### config.mk
export PLATFORM = sky130hd
export DESIGN_NAME = generation_engine
export DESIGN_NICKNAME = d
export VERILOG_FILES = /design/src/rtl/generation_engine_pkg.sv /design/src/rtl/gen_pattern_expand.sv /design/src/rtl/generation_engine.sv
export SDC_FILE = /design/constraint.sdc
export NUM_CORES = 1
export LEC_CHECK = 0
export ABC_AREA = 1
export BUFFER_PORTS_ARGS = -buffer_cell sky130_fd_sc_hd__buf_2
export CAP_MARGIN = 25
export CORE_ASPECT_RATIO = 0.9
export CORE_UTILIZATION = 50
export CTS_CLUSTER_DIAMETER = 30
export CTS_CLUSTER_SIZE = 40
export DETAILED_ROUTE_END_ITERATION = 8
export GPL_ROUTABILITY_DRIVEN = 0
export PLACE_DENSITY = 0.7
export SYNTH_ARGS = -nofsm -noshare
export SYNTH_HDL_FRONTEND = slang
export SYNTH_SLANG_ARGS = --single-unit
### constraint.sdc
create_clock -name clk -period 4.7 [get_ports clk]
set_clock_uncertainty 0.05 [all_clocks]
set_input_delay 0.47 -clock clk [delete_from_list [all_inputs] [get_ports clk]]
set_output_delay 0.47 -clock clk [all_outputs]
set_load 0.01 [all_outputs]
### src/rtl/generation_engine_pkg.sv
// Shared definitions for the rectangle generation engine and the addressing engine:
// FSM encodings, framebuffer geometry defaults and colour pattern helpers.
package generation_engine_pkg;

    typedef enum logic [1:0] {
        ST_IDLE  = 2'd0,
        ST_LOAD  = 2'd1,
        ST_WRITE = 2'd2,
        ST_DONE  = 2'd3
    } gen_state_e;

    localparam int FRAME_WIDTH_PX      = 640;
    localparam int PIXELS_PER_GROUP    = 8;
    localparam int DEFAULT_GROUP_BYTES = 3;
    localparam int DEFAULT_ROW_STRIDE  = (FRAME_WIDTH_PX / PIXELS_PER_GROUP) * DEFAULT_GROUP_BYTES;

    // Eight 3-bit pixels of the same colour packed into one 24-bit group.
    function automatic logic [23:0] pattern_word(input logic [2:0] color);
        return {8{color}};
    endfunction

    function automatic logic [7:0] pattern_byte(input logic [2:0] color, input logic [1:0] byte_idx);
        logic [23:0] word;
        logic [7:0]  result;
        word = pattern_word(color);
        case (byte_idx)
            2'd0:    result = word[23:16];
            2'd1:    result = word[15:8];
            2'd2:    result = word[7:0];
            default: result = 8'h00;
        endcase
        return result;
    endfunction

endpackage

### src/rtl/gen_pattern_expand.sv
// Combinational colour-to-byte expansion for one byte of an 8-pixel group.
module gen_pattern_expand
    import generation_engine_pkg::*;
(
    input  logic [2:0] color,
    input  logic [1:0] byte_idx,
    output logic [7:0] wdata
);

    // Select the requested byte of the replicated colour pattern.
    always_comb begin
        wdata = 8'h00;
        wdata = pattern_byte(color, byte_idx);
    end

endmodule

### src/rtl/generation_engine.sv
// Rectangle fill sequencer: writes a solid-colour rectangle into the framebuffer row by row.
// Optional build macro GEN_WR_COUNT_EN adds the gen_wr_count accepted-write counter output.
module generation_engine
    import generation_engine_pkg::*;
#(
    parameter int ROW_STRIDE  = DEFAULT_ROW_STRIDE,
    parameter int GROUP_BYTES = DEFAULT_GROUP_BYTES
) (
    input  logic        clk,
    input  logic        rst_,
    input  logic        gen_start_strobe,
    input  logic [15:0] init_addr,
    input  logic [15:0] cmd_data_width,
    input  logic [15:0] cmd_data_height,
    input  logic [2:0]  cmd_data_color,
    output logic [15:0] mem_addr,
    output logic [7:0]  mem_wdata,
    output logic        mem_we,
    input  logic        mem_ready,
    output logic        gen_busy,
`ifdef GEN_WR_COUNT_EN
    output logic [31:0] gen_wr_count,
`endif
    output logic        gen_done_strobe
);

    localparam logic [15:0] STRIDE_STEP   = 16'(ROW_STRIDE);
    localparam logic [1:0]  LAST_BYTE_IDX = 2'(GROUP_BYTES - 1);

    gen_state_e  state_r;
    gen_state_e  state_nxt_s;
    logic        strobe_d_r;
    logic [15:0] width_r;
    logic [15:0] height_r;
    logic [2:0]  color_r;
    logic [15:0] row_base_r;
    logic [15:0] grp_r;
    logic [15:0] row_r;
    logic [1:0]  byte_idx_r;

    logic        start_s;
    logic        accept_s;
    logic        last_byte_s;
    logic        last_grp_s;
    logic        last_row_s;
    logic [15:0] base_nxt_s;
    logic [15:0] grp_nxt_s;
    logic [15:0] row_nxt_s;
    logic [15:0] addr_nxt_s;
    logic [1:0]  byte_nxt_s;
    logic [7:0]  wdata_nxt_s;

    // The data byte is produced for the next cursor position so mem_wdata can be registered.
    gen_pattern_expand u_pattern_expand (
        .color    (color_r),
        .byte_idx (byte_nxt_s),
        .wdata    (wdata_nxt_s)
    );

    // Next-state and write-cursor advance logic.
    always_comb begin
        start_s     = gen_start_strobe & ~strobe_d_r;
        accept_s    = mem_we & mem_ready;
        last_byte_s = (byte_idx_r == LAST_BYTE_IDX);
        last_grp_s  = (grp_r == (width_r - 16'd1));
        last_row_s  = (row_r == (height_r - 16'd1));
        state_nxt_s = state_r;
        base_nxt_s  = row_base_r;
        grp_nxt_s   = grp_r;
        row_nxt_s   = row_r;
        addr_nxt_s  = mem_addr;
        byte_nxt_s  = byte_idx_r;

        case (state_r)
            ST_IDLE: begin
                if (start_s) begin
                    state_nxt_s = ST_LOAD;
                end else begin
                    state_nxt_s = ST_IDLE;
                end
            end
            ST_LOAD: begin
                grp_nxt_s  = 16'd0;
                row_nxt_s  = 16'd0;
                byte_nxt_s = 2'd0;
                addr_nxt_s = row_base_r;
                if ((width_r != 16'd0) && (height_r != 16'd0)) begin
                    state_nxt_s = ST_WRITE;
                end else begin
                    state_nxt_s = ST_DONE;
                end
            end
            ST_WRITE: begin
                if (!accept_s) begin
                    state_nxt_s = ST_WRITE;
                end else if (last_byte_s && last_grp_s && last_row_s) begin
                    state_nxt_s = ST_DONE;
                end else if (!last_byte_s) begin
                    byte_nxt_s = byte_idx_r + 2'd1;
                    addr_nxt_s = mem_addr + 16'd1;
                end else if (!last_grp_s) begin
                    // Groups within a row are contiguous, so the address just steps on.
                    byte_nxt_s = 2'd0;
                    grp_nxt_s  = grp_r + 16'd1;
                    addr_nxt_s = mem_addr + 16'd1;
                end else begin
                    byte_nxt_s = 2'd0;
                    grp_nxt_s  = 16'd0;
                    row_nxt_s  = row_r + 16'd1;
                    base_nxt_s = row_base_r + STRIDE_STEP;
                    addr_nxt_s = row_base_r + STRIDE_STEP;
                end
            end
            ST_DONE: begin
                state_nxt_s = ST_IDLE;
            end
            default: begin
                state_nxt_s = ST_IDLE;
            end
        endcase
    end

    // State, cursor and registered output update.
    always_ff @(posedge clk) begin
        if (rst_) begin
            state_r         <= ST_IDLE;
            strobe_d_r      <= 1'b0;
            mem_we          <= 1'b0;
            gen_busy        <= 1'b0;
            gen_done_strobe <= 1'b0;
            mem_addr        <= 16'h0000;
            mem_wdata       <= 8'h00;
            grp_r           <= 16'd0;
            row_r           <= 16'd0;
            byte_idx_r      <= 2'd0;
        end else begin
            state_r         <= state_nxt_s;
            strobe_d_r      <= gen_start_strobe;
            mem_we          <= (state_nxt_s == ST_WRITE);
            gen_busy        <= (state_nxt_s != ST_IDLE);
            gen_done_strobe <= (state_nxt_s == ST_DONE);
            mem_addr        <= addr_nxt_s;
            mem_wdata       <= wdata_nxt_s;
            grp_r           <= grp_nxt_s;
            row_r           <= row_nxt_s;
            byte_idx_r      <= byte_nxt_s;
        end
    end

    // Command capture on a start event; the row base then tracks the cursor.
    always_ff @(posedge clk) begin
        if (rst_) begin
            width_r    <= 16'd0;
            height_r   <= 16'd0;
            color_r    <= 3'd0;
            row_base_r <= 16'h0000;
        end else if ((state_r == ST_IDLE) && start_s) begin
            width_r    <= cmd_data_width;
            height_r   <= cmd_data_height;
            color_r    <= cmd_data_color;
            row_base_r <= init_addr;
        end else begin
            row_base_r <= base_nxt_s;
        end
    end

`ifdef GEN_WR_COUNT_EN
    // Accepted-write counter; only reset clears it.
    always_ff @(posedge clk) begin
        if (rst_) begin
            gen_wr_count <= 32'd0;
        end else if (accept_s) begin
            gen_wr_count <= gen_wr_count + 32'd1;
        end else begin
            gen_wr_count <= gen_wr_count;
        end
    end
`endif

endmodule
# Yosys cells after proc, flatten, opt, wreduce, memory -nomap -nowiden
# Index checks and enable logic that the tools add are counted.
dict set report word_totals {
  register_bits 115
  word_cells 88
}
dict set report classes {
  n_eq_ne 15
  addsub 7
  bitwise_logic 3
  mux 31
  n_reduce_logical 18
}
# op n
set op_table {}
lappend op_table {{16-bit two-way mux} 18}
lappend op_table {{16-bit one-hot mux with 2 select lines} 3}
lappend op_table {{16-bit by 1-bit adder with 16-bit output (second input constant)} 3}
lappend op_table {{16-bit equality test} 2}
lappend op_table {{16-bit nonzero test} 2}
lappend op_table {{16-bit by 1-bit subtractor with 16-bit output (second input constant)} 2}
lappend op_table {{8-bit one-hot mux with 3 select lines} 1}
lappend op_table {{16-bit by 8-bit adder with 16-bit output (second input constant)} 1}
lappend op_table {{2-bit equality test (second input constant)} 6}
lappend op_table {{2-bit nonzero test} 6}
lappend op_table {{2-bit two-way mux} 5}
lappend op_table {{5-bit AND reduction} 2}
lappend op_table {{2-bit != test (second input constant)} 4}
lappend op_table {{2-bit one-hot mux with 4 select lines} 1}
lappend op_table {{2-bit by 1-bit equality test with 1-bit output (second input constant)} 2}
lappend op_table {{1-bit logical AND} 4}
lappend op_table {{2-bit logical NOT} 2}
lappend op_table {{2-bit one-hot mux with 2 select lines} 1}
lappend op_table {{4-bit AND reduction} 1}
lappend op_table {{3-bit AND reduction} 1}
lappend op_table {{2-bit by 1-bit adder with 2-bit output (second input constant)} 1}
lappend op_table {{1-bit AND} 2}
lappend op_table {{1-bit two-way mux} 2}
lappend op_table {{2-bit by 1-bit != test with 1-bit output (second input constant)} 1}
lappend op_table {{1-bit inverter} 1}

# Depth between registers and ports, before layout
# Gate-level depths: netlist (run 1).
dict set report logic_depth {
  ltp_word 9
  mapped_depth 22
  depth_no_buf 21
}

# Hierarchy
# From an unflattened synthesis (run 1), not the netlist that was laid out.
dict set report hier_totals {
  cells_unflattened 1226
  area_unflattened_um2 7666.1
}
# module area_per_inst_um2 cells_each seq_area_each_um2 instances
set modules_own_cells {}
lappend modules_own_cells {generation_engine 7558.5 1206 2302.2 1}
lappend modules_own_cells {gen_pattern_expand 107.6 20 0.0 1}

# Least setup slack after synthesis (run 1)
# OpenSTA, ideal clock, no wires.
dict set report synth_path {
  path_kind {reg2reg}
  startpoint {reg width_r[0]}
  endpoint {reg row_r[4]}
  arrival_ps 2224
  setup_slack_ps 2290
  path_buffers 2
  path_stages_with_launch 20
  path_cell_list {dfxtp_1 inv_1 ha_1 nand3_4 nor2_1 nand2_1 nand3_1 nand2_1 nor2_1 nand3_1 nor2_2 nand3_2 nand2_2 nand2_4 nand2_4 nor2_4 buf_6 buf_12 nand2_2 a21oi_2}
}
dict set report synth_via {
  elab_chain_cells 6
  word_cells_on_any_way 7
  cone_classes {1 x add/sub; 3 x eq/ne; 3 x reduce/logical}
}
# item line
set synth_lines {}
lappend synth_lines {{start, declared} generation_engine.sv:33} ;# logic [15:0] width_r;
lappend synth_lines {{start signal, assigned} generation_engine.sv:158} ;# width_r <= cmd_data_width;
lappend synth_lines {{16-bit by 1-bit subtractor with 16-bit output (*)} generation_engine.sv:65} ;# last_grp_s = (grp_r == (width_r - 16'd1));
lappend synth_lines {{16-bit equality test (*)} generation_engine.sv:65}
lappend synth_lines {{1-bit logical AND (2 in a row)} generation_engine.sv:96} ;# end else if (last_byte_s && last_grp_s && last_row_s) begin
lappend synth_lines {{2-bit != test (no line)} n/a}
lappend synth_lines {{5-bit AND reduction (no line) (*)} n/a}
lappend synth_lines {{end signal, assigned} generation_engine.sv:145} ;# row_r <= row_nxt_s;
lappend synth_lines {{end, declared} generation_engine.sv:38} ;# logic [15:0] row_r;
# Every way passes the cells marked *; elsewhere a longest branch is shown, timed or not.
# A chain may end at the register's enable or synchronous reset.

# Final worst setup path (run 1)
dict set report layout_path {
  startpoint {reg width_r[0]}
  endpoint {reg row_base_r[14]}
}
dict set report layout_via {
  elab_chain_cells 6
  word_cells_on_any_way 7
  cone_classes {1 x add/sub; 2 x eq/ne; 4 x reduce/logical}
}
# item line
set layout_lines {}
lappend layout_lines {{16-bit by 1-bit subtractor with 16-bit output (*)} generation_engine.sv:65}
lappend layout_lines {{16-bit equality test (*)} generation_engine.sv:65}
lappend layout_lines {{1-bit logical AND (2 in a row)} generation_engine.sv:96}
lappend layout_lines {{2-bit by 1-bit != test with 1-bit output (no line)} n/a}
lappend layout_lines {{5-bit AND reduction (no line) (*)} n/a}
lappend layout_lines {{end signal, assigned} generation_engine.sv:161} ;# row_base_r <= init_addr;
lappend layout_lines {{end signal, assigned} generation_engine.sv:163} ;# row_base_r <= base_nxt_s;
lappend layout_lines {{end, declared} generation_engine.sv:36} ;# logic [15:0] row_base_r;
# Marks and branches as above.

==> metrics.yaml, run 1 <==
most-common-layout-cells: "nand2_1 (254), nor2_1 (124), dfxtp_1 (110), inv_1 (103), buf_2 (81)"
cp.arrival_ns: 3.52
synth.net_count: 1147
hold_buffers: 0
clockRootBuffer: "clkbuf_16"
leakagePower_nw: 3.330
insertedDiodeCount: 0
postCtsSetupRepairBufs: 0
fin_crit_ns: 3.307
area_growth_pct: 10.74
worst_slew_pin_slew_ns: 0.8997
cts_max_path_buffers: 2
max_freq_mhz: 302.4
synth_area_per_cell_um2: 6.522
min_to: "height_r[8]"
critPathLaunchType: "register"
p_switching_mw: 1.634
cp_num_buf_inv: 4
io_buffer_count: 81
crit_path_end_kind: "register"
rsz0062_at_grt: "false"
drc_errors: 0
grtUsageMet3: 0.04860
dpl_cell_area_mm2: 0.007506
synth_cells: 1082
nFillCells: 1391
path_cells: "inv_1 -> ha_1 -> nand3_4 -> inv_2 -> nand2_2 -> xor2_2 -> o21ai_0 -> nor2_1 -> nand2_1 -> nor2_2 -> nand3_2 -> inv_1 -> nand2_1 -> nand2_1 -> inv_1 -> o21ai_0 -> a21oi_1"
vias: 6941
pin_count: 82
chipWidth_um: 127.2
grtUsageMet2: 0.4418
max-slew-margin-rel: 0.3965
clk_pin_slew_worst_paths_ns: 0.08
first_pass_iters: 5
final_common_cell: "nand2_1"
netlist-cell-type-count: 42
numClockSinks: 110
drive_gt1_frac: 0.1335
slew_viol_final: 0
rrSetupSlack_ns: 1.39
cts_tree: "done"
vias_per_cell: 5.227
die_area_mm2: 0.01459
internal_power_mw: 2.079
rr_startpoint: "width_r[0]"
grt_pass1_vias: 6291
p_sw_frac: 0.4402
maxCapViolCount: 0
fin_nets: 1199
antenna_found_initial: 0
multi_input_area_mm2: 0.004215
placementRows: 40
top_usage_layer: "met2"
start_util: 0.5203
use_met1: 0.3454
yosysSeqAreaShare: 0.3121
drt_iter0_markers: 547
p_seq_frac: 0.348
status: "completed"
hold-path-cell-count: 3
cts_resized: 0
drt_wl_total_um: 18240
cp.required_ns: 4.91
pwr-share-clk: 0.218
combPwrFrac: 0.433
seq_area_mm2: 0.002202
hp-start: "cmd_data_height[8]"
hold_violations: 0
setup_violations: 0
hpwlAfterDp_um: 13570
cp_max_fo: 21
cts_buffers: 9
die_h_um: 114.7
clkLatencyLatePin_ns: 0.37
track_usage: 0.2616
power.total_mw: 3.713
core_area_mm2: 0.01356
grt_first_pass_wirelength_um: 30370
crit_type: "reg2reg"
reg2reg_to: "row_base_r[14]"
grt_overflow: 0
hp-class: "in2reg"
crit_slowest_cell: "nand2_1"
worst_ir_drop_vdd_v: 0.0002772
grt_max_degree: 76
setup_tns_ns: 0
max_stage_delay_ns: 0.43
ys_ff_latch: 110
synthesis.area_mm2: 0.007057
fin_crit_sh: 0.7037
wl_per_cell_um: 13.73
synth_warnings: 0
htreeDepth: 3
final_antenna_net_count: 0
final_area_mm2: 0.007815
cp_top_family: "simple AND/OR/NAND/NOR gates"
rr_worst_depth: 17
power_density_mw_per_mm2: 475.1
-- state kept, by name, indices dropped and copies added (netlist names), 2 cells and up --
| signal | count |
|---|---|
| byte_idx_r | 2 |
| state_r | 2 |
| row_base_r | 16 |
| row_r | 16 |
| width_r | 16 |
| color_r | 3 |
| grp_r | 16 |
| height_r | 16 |
| mem_addr | 16 |
| mem_wdata | 3 |
-- cell families after synthesis --
group	count (synthesis)	synth area share
compound gates	186	0.1427
xor+xnor	72	0.09043
fa+ha+maj	10	0.01773
buf+inv	154	0.09096
flops	110	0.3121
simple gates	550	0.3461
-- how the worst max path moves through the flow --
| stage | from | endpoint | slack [ns] | cells after the start |
|---|---|---|---|---|
| after CTS | width_r[0] | row_base_r[14] | 1.38 | 17 |
| after global routing | width_r[0] | row_base_r[14] | 0.91 | 17 |
| after floorplan | width_r[0] | row_r[4] | 2.29 | 19 |
| after detailed placement | width_r[0] | row_base_r[14] | 1.39 | 17 |
| final | width_r[0] | row_base_r[14] | 1.39 | 17 |
| after global placement | width_r[0] | row_base_r[5] | 1.46 | 17 |
-- Yosys cell counts (all sizes together) --
cell type / number / area share
nand2: 272 / 0.15
nor2: 133 / 0.076
dfxtp: 110 / 0.31
inv: 107 / 0.057
o21ai: 84 / 0.060
a21oi: 82 / 0.063
nand3: 75 / 0.058
xor2: 52 / 0.066
nor3: 30 / 0.021
clkbuf: 24 / 0.013
buf: 21 / 0.020
xnor2: 20 / 0.025
nand4: 19 / 0.017
a31oi: 13 / 0.012
ha: 10 / 0.018
nor3b: 7 / 0.0082
nor4: 7 / 0.0062
nand3b: 4 / 0.0043
o211ai: 3 / 0.0032
a211oi: 2 / 0.0021
clkinv: 2 / 0.0011
a21boi: 1 / 0.0011
and2: 1 / 0.00089
and3: 1 / 0.00089
o2111ai: 1 / 0.0012
or2: 1 / 0.00089
-- cell type report --
class                      count  share of cell area
multi-input combinational    818              0.5394
sequential                   110              0.2818
timing repair buffer          86             0.05668
inverter                     109             0.05235
clock buffer                  10             0.03058
tap                          189             0.03026
clock inverter                 6            0.008966
-- metrics by stage --
step	utilization	instances	hold slack, ns	setup WS [ns]
2_1_floorplan	-	1082	0.3745	2.290
6_report	0.5762	1328	0.2969	1.393
3_5_place_dp	0.5534	1312	0.4142	1.389
4_1_cts	0.5762	1328	0.2916	1.382
5_1_grt	0.5762	1328	0.2964	0.9113
3_3_place_gp	0.5534	1312	0.4109	1.463
-- per-layer routing --
metal	vias to the layer above	wire length (um)
met5	-	0
met4	0	263
met3	22	803
met2	166	8501
met1	3147	8673
li1	3606	-
-- worst reg2reg max path, cell delays in order, from the launching register on --
cell and delay (ns):
dfxtp_1 0.33, inv_1 0.12, ha_1 0.29, nand3_4 0.13, inv_2 0.10, nand2_2 0.06, xor2_2 0.16, o21ai_0 0.11
nor2_1 0.10, nand2_1 0.06, nor2_2 0.15, nand3_2 0.28, inv_1 0.35, nand2_1 0.08, nand2_1 0.43, inv_1 0.17
o21ai_0 0.17, a21oi_1 0.06
-- power groups by stage --
stage	Clock, mW	Combinational (mW)	Sequential [mW]
after floorplan	0	1.24	1.30
after global placement	0	1.58	1.31
after detailed placement	0	1.60	1.31
after CTS	0.823	1.61	1.29
after global routing	0.856	1.83	1.32
final	0.810	1.61	1.29
Note: power is estimated with default switching activity, not from simulation.
==> run 2: changes to the inputs <==
--- a/config.mk
+++ b/config.mk
@@ -5,7 +5,7 @@
 export SDC_FILE = /design/constraint.sdc
 export NUM_CORES = 1
 export LEC_CHECK = 0
-export ABC_AREA = 1
+export ABC_AREA = 0
 export BUFFER_PORTS_ARGS = -buffer_cell sky130_fd_sc_hd__buf_2
 export CAP_MARGIN = 25
 export CORE_ASPECT_RATIO = 0.9
==> constraint.sdc (replaced) <==
create_clock -name clk -period 3.23 [get_ports clk]
set_clock_uncertainty 0.05 [all_clocks]
set_input_delay 0.323 -clock clk [delete_from_list [all_inputs] [get_ports clk]]
set_output_delay 0.323 -clock clk [all_outputs]
set_load 0.01 [all_outputs]
==> metrics.yaml, run 2 <==
area_growth_pct: 18.80
hold_violations: 0  # unchanged
crit_slowest_cell: "or4_4"
die_area_mm2: 0.01380  # -5.4%
pin_count: 82  # unchanged
cp.arrival_ns: 3.40  # -0.12 ns
rsz0062_at_grt: "true"
vias_per_cell: 5.733  # +9.7%
max-slew-margin-rel: 0.5396  # +0.1432
ys_async_sr_fraction: 0  # unchanged
startpoint: "width_r[3]"
grt_pass1_vias: 5665  # -10%
reg2reg_to: "grp_r[12]"
worst_ir_drop_vdd_v: 0.0002569  # -7.3%
synth_area_per_cell_um2: 7.855  # +20%
hpwlAfterDp_um: 12430  # -8.4%
synth_most_common_cell: "nand2_1"
track_usage: 0.2567  # -0.004923
seq_area_mm2: 0.002205  # +0.11%
synth_top_area_cell: "dfxtp_1"
cp_top_family: "simple AND/OR/NAND/NOR gates"
drive_gt1_frac: 0.2113  # +0.07780
numClockSinks: 110  # unchanged
chipWidth_um: 123.7  # -2.7%
layout.cells.non_filler: 1106  # -17%
die_h_um: 111.6  # -2.7%
rrSetupSlack_ns: 0.02  # -1.37 ns
drt_iter0_markers: 385  # -30%
critPathLaunchType: "register"
synth_warnings: 0  # unchanged
cp_num_buf_inv: 3  # -1
grt_max_degree: 42  # -45%
hp-start: "cmd_data_width[13]"
yosysSeqAreaShare: 0.3302  # +0.01815
leakagePower_nw: 3.026  # -9.1%
core_area_mm2: 0.01283  # -5.4%
rr_worst_depth: 12  # -5
wl_per_cell_um: 15.75  # +15%
path_cells: "or4_4 -> nor4_4 -> xnor2_2 -> a2111oi_4 -> nand4bb_4 -> buf_4 -> nor3b_1 -> buf_4 -> nand2_1 -> nand2_1 -> buf_12 -> a21oi_1"
max_freq_mhz: 312.0  # +3.2%
synth_area_leaders: "dfxtp_1 (33%), nand2_1 (7.8%), a21oi_1 (6.2%), xnor2_1 (4.6%), xor2_1 (3.7%)"
crit_type: "reg2reg"
synthesis.area_mm2: 0.006669  # -5.5%
cts_buffers: 9  # unchanged
setup_violations: 0  # unchanged
htreeDepth: 3  # unchanged
hold_buffers: 0  # unchanged
ys.flop_type: "dfxtp_1"
cp_max_fo: 15  # -29%
nFillCells: 1219  # -12%
clkLatencyLatePin_ns: 0.37  # about the same
fin_crit_sh: 0.9924  # +0.2887
netlist-cell-type-count: 76  # +81%
multi_input_area_mm2: 0.004289  # +1.8%
max_stage_delay_ns: 0.58  # +0.15 ns
vias: 6341  # -8.6%
hp-class: "in2reg"
crit_path_end_kind: "register"
io_buffer_count: 81  # unchanged
slew_viol_final: 0  # unchanged
crit_cells: 12  # -5
fin_crit_ns: 3.206  # -0.1018 ns
clockRootBuffer: "clkbuf_16"
final_antenna_net_count: 0  # unchanged
worst_slew_pin_slew_ns: 0.6905  # -0.2092 ns
power.total_mw: 3.559  # -4.2%
most-common-layout-cells: "nand2_1 (137), dfxtp_1 (108), buf_2 (81), a21oi_1 (80), nor2_1 (57)"
cts_tree: "done"
synth.net_count: 914  # -20%
placed_cells: 1083  # -17%
insertedDiodeCount: 0  # unchanged
fin_nets: 1002  # -16%
first_pass_iters: 5  # unchanged
placementRows: 39  # -2.5%
grt_first_pass_wirelength_um: 28060  # -7.6%
cts_max_path_buffers: 2  # unchanged
synth_edf_count: 0  # unchanged
start_util: 0.5196  # -0.0006501
cp-endpoint: "grp_r[12]"
ys_ff_latch: 110  # unchanged
cp.required_ns: 3.43  # -1.48 ns
rr_startpoint: "width_r[3]"
grt_overflow: 0  # unchanged
status: "completed"
drt_wl_total_um: 17420  # -4.5%
fin_util: 0.6173  # +0.04114
antenna_found_initial: 0  # unchanged
final_common_cell: "nand2_1"
clk_pin_slew_worst_paths_ns: 0.07  # about the same
maxCapViolCount: 0  # unchanged
power_density_mw_per_mm2: 449.2  # -5.5%
synth_top_area_share: 0.3302  # +0.01815
drc_errors: 0  # unchanged
worst_hold_slack_ns: 0.1387  # -0.1581 ns
netlist_top_cells_count: "nand2_1 (138), dfxtp_1 (110), a21oi_1 (83)"
synth_cells: 849  # -22%
-- run 2: final cells by class --
type                            count  share of cell area
Clock inverter                      6            0.008528
Clock buffer                       10             0.03016
Sequential cell                   110              0.2783
Multi-Input combinational cell    665              0.5414
Inverter                           19            0.009002
Tap cell                          164             0.02590
Timing Repair Buffer              132              0.1068
-- run 2: kinds of logic after synthesis --
group	after synthesis	share of synthesized area
AO/OA/AOI/OAI	200	0.1989
XOR/XNOR	64	0.08612
adder cells (fa/ha/maj)	10	0.01876
buffers and inverters	74	0.04878
flip-flops	110	0.3302
multiplexers	21	0.03340
AND/OR/NAND/NOR	370	0.2839
-- run 2: worst min-delay path: cells and delay by family --
family / cells / cell delay (ns)
simple gates: 1 / 0.04
buf+inv: 1 / 0.09
compound gates: 1 / 0.05
-- run 2: how the worst min path moves through the flow --
stage	to	slack [ns]	depth (start not counted)
after floorplan	row_base_r[3]	0.38	2
after global placement	row_base_r[3]	0.39	2
after detailed placement	row_base_r[1]	0.40	2
after CTS	height_r[10]	0.13	3
after global routing	width_r[12]	0.14	3
final	width_r[13]	0.14	3
-- run 2: per-layer routing --
| layer | part of all wire | global-route usage | wire (um) | vias to the layer above |
|---|---|---|---|---|
| li1 | - | - | - | 3213 |
| met1 | 0.48 | 0.3555 | 8442 | 2963 |
| met2 | 0.46 | 0.4004 | 7960 | 146 |
| met3 | 0.044 | 0.05225 | 775 | 19 |
| met4 | 0.014 | 0.07229 | 238 | 0 |
| met5 | 0 | 0 | 0 | - |
-- run 2: power by group --
group | internal [mW] | switching [mW]
registers | 1.43 | 0.0922
logic | 0.382 | 0.484
clock network | 0.627 | 0.542
total | 2.44 | 1.12
-- run 2: stage by stage --
step / cell area [um2] / setup slack [ns] / TNS [ns]
5_1_grt: 7923 / -0.1376 / -2.939
6_report: 7923 / 0.02442 / 0
3_3_place_gp: 7408 / 0.06668 / 0
2_1_floorplan: 6669 / 0.03850 / 0
4_1_cts: 7744 / 0.005026 / 0
3_5_place_dp: 7408 / -0.1237 / -0.4522
-- run 2: what timing repair did --
item                                    4_1_cts  5_1_grt
pin swaps                                     1       11
endpoints found under the setup margin       17       51
setup buffers                                 0        7
resized for setup                             5       31
==> run 3: changes to the inputs <==
--- a/config.mk
+++ b/config.mk
@@ -9,12 +9,12 @@
 export BUFFER_PORTS_ARGS = -buffer_cell sky130_fd_sc_hd__buf_2
 export CAP_MARGIN = 25
 export CORE_ASPECT_RATIO = 0.9
-export CORE_UTILIZATION = 50
+export CORE_UTILIZATION = 59
 export CTS_CLUSTER_DIAMETER = 30
 export CTS_CLUSTER_SIZE = 40
 export DETAILED_ROUTE_END_ITERATION = 8
 export GPL_ROUTABILITY_DRIVEN = 0
-export PLACE_DENSITY = 0.7
+export PLACE_DENSITY = 0.81
 export SYNTH_ARGS = -nofsm -noshare
 export SYNTH_HDL_FRONTEND = slang
 export SYNTH_SLANG_ARGS = --single-unit
==> metrics.yaml, run 3 (synthesized netlist as in run 2, its figures left out) <==
status: "finished, violations left"
violations: "negative setup slack"
multi_input_area_mm2: 0.004317  # +0.64%
fin_util: 0.7284  # +0.1111
fin_crit_sh: 1.026  # +0.03365
rr_worst_depth: 10  # -2
reg2reg_to: "mem_wdata[6]"
final_antenna_net_count: 0  # unchanged
area_growth_pct: 19.06
vias: 6742  # +6.3%
internal_power_mw: 2.448  # +0.32%
rsz0062_at_grt: "true"
leakagePower_nw: 3.045  # +0.61%
clkLatencyLatePin_ns: 0.36  # about the same
worst_ir_drop_vdd_v: 0.0003554  # +38%
crit_type: "reg2reg"
clk_pin_slew_worst_paths_ns: 0.08  # about the same
layout.cells.non_filler: 1094  # -1.1%
final_common_cell: "nand2_1"
fin_crit_ns: 3.314  # +0.1087 ns
grt_pass1_vias: 6280  # +11%
p_sw_frac: 0.3112  # -0.003072
cts_buffers: 9  # unchanged
max-slew-margin-rel: 0.5094  # -0.03027
start_util: 0.6118  # +0.09215
hp-start: "cmd_data_height[7]"
placed_cells: 1070  # -1.2%
nFillCells: 864  # -29%
grt_max_degree: 43  # +2.4%
p_switching_mw: 1.106  # -1.1%
worst_slew_pin_slew_ns: 0.7359  # +0.04540 ns
slew_viol_final: 0  # unchanged
setup_tns_ns: -1.295  # -1.295 ns
dp_slack_ns: -0.1310  # -0.007305 ns
die_h_um: 102.9  # -7.8%
antenna_found_initial: 0  # unchanged
maxCapViolCount: 0  # unchanged
vias_per_cell: 6.163  # +7.5%
cp_max_fo: 5  # -10
pwr-share-clk: 0.328  # about the same
setup_violations: 30  # +30
p_seq_frac: 0.428  # about the same
wl_per_cell_um: 17.12  # +8.7%
die_area_mm2: 0.01173  # -15%
hold-path-cell-count: 3  # unchanged
startpoint: "width_r[4]"
core_area_mm2: 0.01090  # -15%
numClockSinks: 110  # unchanged
drt_iter0_markers: 530  # +38%
drc_errors: 0  # unchanged
rr_startpoint: "width_r[4]"
htreeDepth: 3  # unchanged
cp.arrival_ns: 3.52  # +0.12 ns
crit_path_end_kind: "register"
chipWidth_um: 114.1  # -7.8%
combPwrFrac: 0.244  # about the same
grt_overflow: 0  # unchanged
max_freq_mhz: 301.7  # -3.3%
hpwlAfterDp_um: 12860  # +3.5%
first_pass_iters: 5  # unchanged
track_usage: 0.3174  # +0.06071
most-common-layout-cells: "nand2_1 (137), dfxtp_1 (107), buf_2 (82), a21oi_1 (80), nor2_1 (57)"
power.total_mw: 3.554  # -0.12%
drive_gt1_frac: 0.2144  # +0.003185
io_buffer_count: 81  # unchanged
insertedDiodeCount: 0  # unchanged
cts_tree: "done"
hold_violations: 0  # unchanged
cp.required_ns: 3.44  # about the same
critPathLaunchType: "register"
pin_count: 82  # unchanged
layout_setup_ws_ns: -0.08427  # -0.1087 ns
seq_area_mm2: 0.002208  # +0.17%
grt_first_pass_wirelength_um: 29590  # +5.5%
placementRows: 36  # -7.7%
min_to: "height_r[7]"
cts_max_path_buffers: 2  # unchanged
hold_buffers: 0  # unchanged
rrSetupSlack_ns: -0.08  # -0.11 ns
hp-class: "in2reg"
fin_nets: 1002  # unchanged
clockRootBuffer: "clkbuf_16"
power_density_mw_per_mm2: 447.6  # -0.34%
drt_wl_total_um: 18730  # +7.5%
## run 3: cell types whose count changed in the layout (fill, tap and decap cells not counted), moves of 2 or more
cell,delta
inv_1,+2
inv_6,-2
inv_2,-2
o41ai_2,+2
o41ai_1,-2
## run 3: cell type report
class | count | share of cell area
Multi-Input combinational cell | 665 | 0.5436
Sequential cell | 110 | 0.2781
Timing Repair Buffer | 132 | 0.1062
Clock buffer | 11 | 0.03183
Tap cell | 152 | 0.02395
Inverter | 19 | 0.008982
Clock inverter | 5 | 0.007249
## run 3: stage by stage
step                      instance area, um2  hold slack (ns)
after detailed placement                7386           0.3947
after global placement                  7366           0.3922
after global routing                    7940           0.1418
after CTS                               7732           0.1380
final                                   7940           0.1379
after floorplan                         6669           0.3817
## run 3: how the worst max path moves through the flow
stage	end	cells past startpoint
final	mem_wdata[6]	10
after global routing	row_r[9]	10
after CTS	row_r[9]	10
after detailed placement	row_r[15]	10
after global placement	row_r[15]	10
after floorplan	grp_r[11]	13
## run 3: metal layers
layer / share of wire / vias up / track usage / routed length [um]
met5: 0 / - / 0 / 0
met4: 0.028 / 0 / 0.1399 / 517
met3: 0.062 / 43 / 0.06702 / 1152
met2: 0.50 / 257 / 0.5431 / 9278
met1: 0.42 / 3234 / 0.3887 / 7777
li1: - / 3208 / - / -
## run 3: what timing repair did
| action | in CTS | in global routing |
|---|---|---|
| gates resized for setup | 6 | 36 |
| setup buffers | 0 | 7 |
| pin swaps | 1 | 17 |
| gates cloned | 0 | 1 |
| setup endpoints to repair | 21 | 42 |
## run 3: critical path, cell delays in order, from the launching register on
cell and delay [ns]:
dfxtp_4 0.35, or4_4 0.56, nor4_4 0.34, xnor2_2 0.14, a2111oi_4 0.39, nand4bb_4 0.16
buf_4 0.18, or3_4 0.41, a211oi_2 0.22, a21oi_2 0.10, mux2_2 0.29
## run 3: power by group through the flow
stage / Sequential, mW / Combinational, mW / Clock (mW)
2_1_floorplan: 1.54 / 0.545 / 0
3_3_place_gp: 1.54 / 0.763 / 0
3_5_place_dp: 1.55 / 0.799 / 0
4_1_cts: 1.52 / 0.819 / 1.17
5_1_grt: 1.53 / 0.944 / 1.23
6_report: 1.52 / 0.868 / 1.17
